==> config.mk <==
export PLATFORM = sky130hd
export DESIGN_NAME = aes_round_sequencer
export DESIGN_NICKNAME = d
export VERILOG_FILES = /design/src/rtl/aes_round_sequencer.sv
export SDC_FILE = /design/constraint.sdc
export NUM_CORES = 1
export LEC_CHECK = 0
export ABC_AREA = 1
export ABC_CLOCK_PERIOD_IN_PS = 3000
export CORE_UTILIZATION = 45
export DETAILED_ROUTE_END_ITERATION = 12
export PLACE_DENSITY = 0.74
export SLEW_MARGIN = 20
export SYNTH_ARGS = -nofsm -noshare
export SYNTH_HDL_FRONTEND = slang
export SYNTH_SLANG_ARGS = --single-unit
==> constraint.sdc <==
create_clock -name clk -period 3 [get_ports clk]
set_input_delay 0.3 -clock clk [delete_from_list [all_inputs] [get_ports clk]]
set_output_delay 0.3 -clock clk [all_outputs]
set_load 0.005 [all_outputs]
==> src/rtl/aes_round_sequencer.sv <==
// Control sequencer for one AES encryption: optional key-expansion rerun, then the initial
// AddRoundKey, NR-1 full rounds and the final round. Expanded keys persist across blocks.
module aes_round_sequencer #(
    parameter int NK = 4
) (
    input  logic       clk,
    input  logic       reset,
    input  logic       start,
    input  logic       key_changed,
    output logic       kx_reset,
    output logic       kx_enable,
    output logic [3:0] round_idx,
    output logic       load_state,
    output logic       do_round,
    output logic       last_round,
    output logic       busy,
    output logic       done,
    output logic       keys_ready
);
    localparam int NR       = NK + 6;
    localparam int KX_WORDS = 4 * (NK + 7);

    localparam logic [3:0] LAST_FULL_ROUND = 4'(NR - 1);
    localparam logic [5:0] KX_LAST         = 6'(KX_WORDS - 1);

    generate
        if (NK != 4 && NK != 6 && NK != 8) begin : g_illegal_nk
            $error("aes_round_sequencer: NK must be 4, 6 or 8 (got %0d)", NK);
        end
    endgenerate

    typedef enum logic [2:0] {
        IDLE,
        KX_CLR,
        KX_RUN,
        INIT_ARK,
        ROUND,
        FINAL,
        DONE
    } state_t;

    state_t     state_q;
    logic [5:0] kxCount_q;
    logic [3:0] roundIdx_q;
    logic       kxReset_q;
    logic       kxEnable_q;
    logic       loadState_q;
    logic       doRound_q;
    logic       lastRound_q;
    logic       busy_q;
    logic       done_q;
    logic       keysReady_q;

    // Outputs are registered alongside the state, so each strobe is set on the edge that
    // enters the state it belongs to and cleared on the edge that leaves it.
    always_ff @(posedge clk or negedge reset) begin
        if (!reset) begin
            state_q     <= IDLE;
            kxCount_q   <= '0;
            roundIdx_q  <= '0;
            kxReset_q   <= 1'b0;
            kxEnable_q  <= 1'b0;
            loadState_q <= 1'b0;
            doRound_q   <= 1'b0;
            lastRound_q <= 1'b0;
            busy_q      <= 1'b0;
            done_q      <= 1'b0;
            keysReady_q <= 1'b0;
        end else begin
            case (state_q)
                IDLE: begin
                    if (start) begin
                        busy_q <= 1'b1;
                        if (key_changed || !keysReady_q) begin
                            state_q     <= KX_CLR;
                            kxReset_q   <= 1'b1;
                            keysReady_q <= 1'b0;
                            kxCount_q   <= '0;
                        end else begin
                            state_q     <= INIT_ARK;
                            loadState_q <= 1'b1;
                            roundIdx_q  <= '0;
                        end
                    end
                end
                KX_CLR: begin
                    state_q    <= KX_RUN;
                    kxReset_q  <= 1'b0;
                    kxEnable_q <= 1'b1;
                end
                KX_RUN: begin
                    kxCount_q <= kxCount_q + 6'd1;
                    if (kxCount_q == KX_LAST) begin
                        state_q     <= INIT_ARK;
                        kxEnable_q  <= 1'b0;
                        keysReady_q <= 1'b1;
                        loadState_q <= 1'b1;
                        roundIdx_q  <= '0;
                    end
                end
                INIT_ARK: begin
                    state_q     <= ROUND;
                    loadState_q <= 1'b0;
                    doRound_q   <= 1'b1;
                    roundIdx_q  <= 4'd1;
                end
                ROUND: begin
                    // The increment out of the last full round lands exactly on NR for FINAL.
                    roundIdx_q <= roundIdx_q + 4'd1;
                    if (roundIdx_q == LAST_FULL_ROUND) begin
                        state_q     <= FINAL;
                        lastRound_q <= 1'b1;
                    end
                end
                FINAL: begin
                    state_q     <= DONE;
                    doRound_q   <= 1'b0;
                    lastRound_q <= 1'b0;
                    done_q      <= 1'b1;
                end
                DONE: begin
                    state_q    <= IDLE;
                    done_q     <= 1'b0;
                    busy_q     <= 1'b0;
                    roundIdx_q <= '0;
                end
                default: begin
                    state_q     <= IDLE;
                    kxReset_q   <= 1'b0;
                    kxEnable_q  <= 1'b0;
                    loadState_q <= 1'b0;
                    doRound_q   <= 1'b0;
                    lastRound_q <= 1'b0;
                    busy_q      <= 1'b0;
                    done_q      <= 1'b0;
                    roundIdx_q  <= '0;
                end
            endcase
        end
    end

    assign kx_reset   = kxReset_q;
    assign kx_enable  = kxEnable_q;
    assign round_idx  = roundIdx_q;
    assign load_state = loadState_q;
    assign do_round   = doRound_q;
    assign last_round = lastRound_q;
    assign busy       = busy_q;
    assign done       = done_q;
    assign keys_ready = keysReady_q;

endmodule

==> flow_summary.toml <==
[timing]
min_period_over_period_pct = 53.1
layout_min_cycle_time_ns = 1.59
worst_slack_ns = 1.41
unrepaired_setup_endpoints_after_global_routing = "no"
totalNegativeSetupSlack_ns = 0
worst_slew_margin_rel_pct = 38.1
finalMaxSlewViolations = 0
worst_clock_skew_ns = 0.00499
setup_viol = 0
max_slew.worst_pin.slew_ns = 0.926
max_clock_freq_mhz = 628
report.final.hold_viol_count = 0

[place]
dp_hpwl_mm = 1.68
dp.cells = 185
detailedPlace.worstSlack_ns = 1.51
gp_congestion = 0.826
io_buffer_count = 15

[clock_network]
cts-buffers-inserted = 3
clk_transition_reported_paths_ns = 0.12
cts_buffer_depth = 2
root_buffer = "clkbuf_4"
hold_buffer_count_at_cts = 0
cts_max_level = 1
postCtsSetupBuffers = 0
cts_tree = "yes"
clock-sinks = 21
ctsResizeCount = 0
clock_latency_ns = 0.31

[layout]
final_cell_mix = "nand2_1, dfrtp_1, inv_1, clkdlybuf4s50_1, nor2_1"
antenna-diode-count = 0
net_count_of_the_finished_layout = 169
layout_commonest_cell = "nand2_1"
layout_cell_share_with_drive_strength_beyond_1_pct = 11.2
instances_no_fill = 189
syn_to_final_growth_pct = 19.0

[routing]
dr_total_vias = 930
detail-route-antenna-nets = 0
routed_via_density = 4.92
detail_route.wirelength_mm = 2.17
route.detailed.wl_per_inst_um = 11.5
drt-pass1-iter-count = 4
first_iter_violations = 12
drt_drc_violations_left = 0

[critical_path]
timing_worst_setup_path_type = "reg2out"
timing.critical_path.to_type = "output port"
crit_chain = "clkdlybuf4s50_1"
critical_path.top_delay_family = "buffers and inverters"
cp.arrival_ns = 1.29
cpMaxStageDelayCell = "clkdlybuf4s50_1"
critical_path_buffer_and_inverter_count = 1
crit_required_ns = 2.70
max_fo_critical_path = 6
critical_path.max_stage_delay_ns = 0.53
sort_of_element_at_the_start_of_the_critical_path = "flop"

[pwr]
power.density_cell_area_nw_per_um2 = 327
p_leak_nw = 0.707
irDropWorstVdd_v = 0.000216

[logic_synthesis]
ys_types = 24
yosys-top-cells-area = "dfrtp_1, nand2_1, inv_1"
yosys_register_bits = 21
mean_area_per_synthesized_cell_um2 = 7.85
synth_cells = 142
synth_top_area_share_pct = 47.1
synth_largest_area_cell = "dfrtp_1"
post_synth_instance_area_um2 = 1110
mappedNetlistNets = 149
yosysWarningCount = 0
proportion_of_synthesized_chip_area_in_sequential_cells_pct = 47.1

[floorplan]
ioPinCount = 16
core_um2 = 2280
floorplan.rows = 17
die_height_um = 51.8
start_util_pct = 49.0
fp.dieW_um = 51.8
floorplan.die_area_um2 = 2680

[global_routing]
vias_in_the_first_global_route = 929
grt_pass1_wl_mm = 3.82
antenna_violations_before_repair = 0
global_route_usage_over_all_layers_pct = 19.9
maximum_number_of_pins_on_one_net_before_global_route_repair = 22
globalRouteOverflowTotal = 0

[hold_path]
hold_class = "in2async"

[run_status]
status = "complete, no violations"

[run]
maxCapViolations = 0
-- synth_stat cells, drive strengths merged --
| cell | number |
|---|---|
| a21oi | 2 |
| dfrtp | 21 |
| ha | 3 |
| inv | 18 |
| nand2 | 51 |
| nand3 | 9 |
| nand3b | 1 |
| nand4 | 2 |
| nor2 | 17 |
| o21ai | 10 |
| o22ai | 2 |
| or2 | 3 |
| xnor2 | 1 |
| xor2 | 2 |
-- path summary, 6_finish.rpt --
| check | start | endpoint | slack [ns] | cells after the start |
|---|---|---|---|---|
| hold reg to reg | busy$_DFFE_PN0P_ | busy$_DFFE_PN0P_ | 0.51 | 2 |
| setup reg to reg | kxCount_q[0]$_DFFE_PN0P_ | round_idx[1]$_DFFE_PN0P_ | 1.66 | 8 |
| hold / removal | reset | kx_enable$_DFFE_PN0P_ | 0.50 | 1 |
| min in group clk | busy$_DFFE_PN0P_ | busy$_DFFE_PN0P_ | 0.51 | 2 |
| max in group asynchronous | reset | kxCount_q[0]$_DFFE_PN0P_ | 1.94 | 1 |
| setup / recovery | round_idx[0]$_DFFE_PN0P_ | round_idx[0] | 1.41 | 1 |
-- layer usage --
layer / GRT usage [%] / wire [µm]
met1: 24.3 / 995
met2: 33.8 / 1070
met3: 3.80 / 72
met4: 9.46 / 32
met5: 0 / 0
-- per-stage QoR --
stage,power [mW],utilization [%],hold slack [ns],instance area [µm²]
4_1_cts,0.439,58.3,0.508,1330
2_1_floorplan,0.290,-,0.00441,1110
6_report,0.434,58.3,0.497,1330
3_3_place_gp,0.300,57.1,0.467,1300
3_5_place_dp,0.301,57.1,0.479,1300
5_1_grt,0.450,58.3,0.558,1330
-- power breakdown --
group	switching [mW]	leakage [nW]	total (mW)	internal (mW)
clock	0.0875	0.0150	0.139	0.0519
sequential	0	0.252	0.283	0.283
combinational	0.00738	0.439	0.0116	0.00417
total	0.0948	0.707	0.434	0.339
-- final cells by class --
type                    instances  area, µm²
fillers                       219        950
flip-flops and latches         21        526
multi-input cells             103        519
repair buffers                 15        150
inverters                      18       70.1
well taps                      28       35.0
clock buffers                   4       26.3
-- flip-flops by register name (all words and copies together), names as in the netlist --
| name | count |
|---|---|
| kxCount_q | 6 |
| round_idx | 4 |
| state_q | 3 |
| busy | 1 |
| do_round | 1 |
| done | 1 |
| keys_ready | 1 |
| kx_enable | 1 |
| kx_reset | 1 |
| last_round | 1 |
| load_state | 1 |
-- cells by family (layout without fill, tap and decap cells) --
kind of cell	after synthesis	count (layout)	synth area share [%]
buf+inv	18	37	6.29
flops	21	21	47.1
xor+xnor	3	3	2.36
simple gates	83	83	34.0
fa+ha+maj	3	3	3.37
compound gates	14	14	6.85
(Power assumes the default switching activity.)
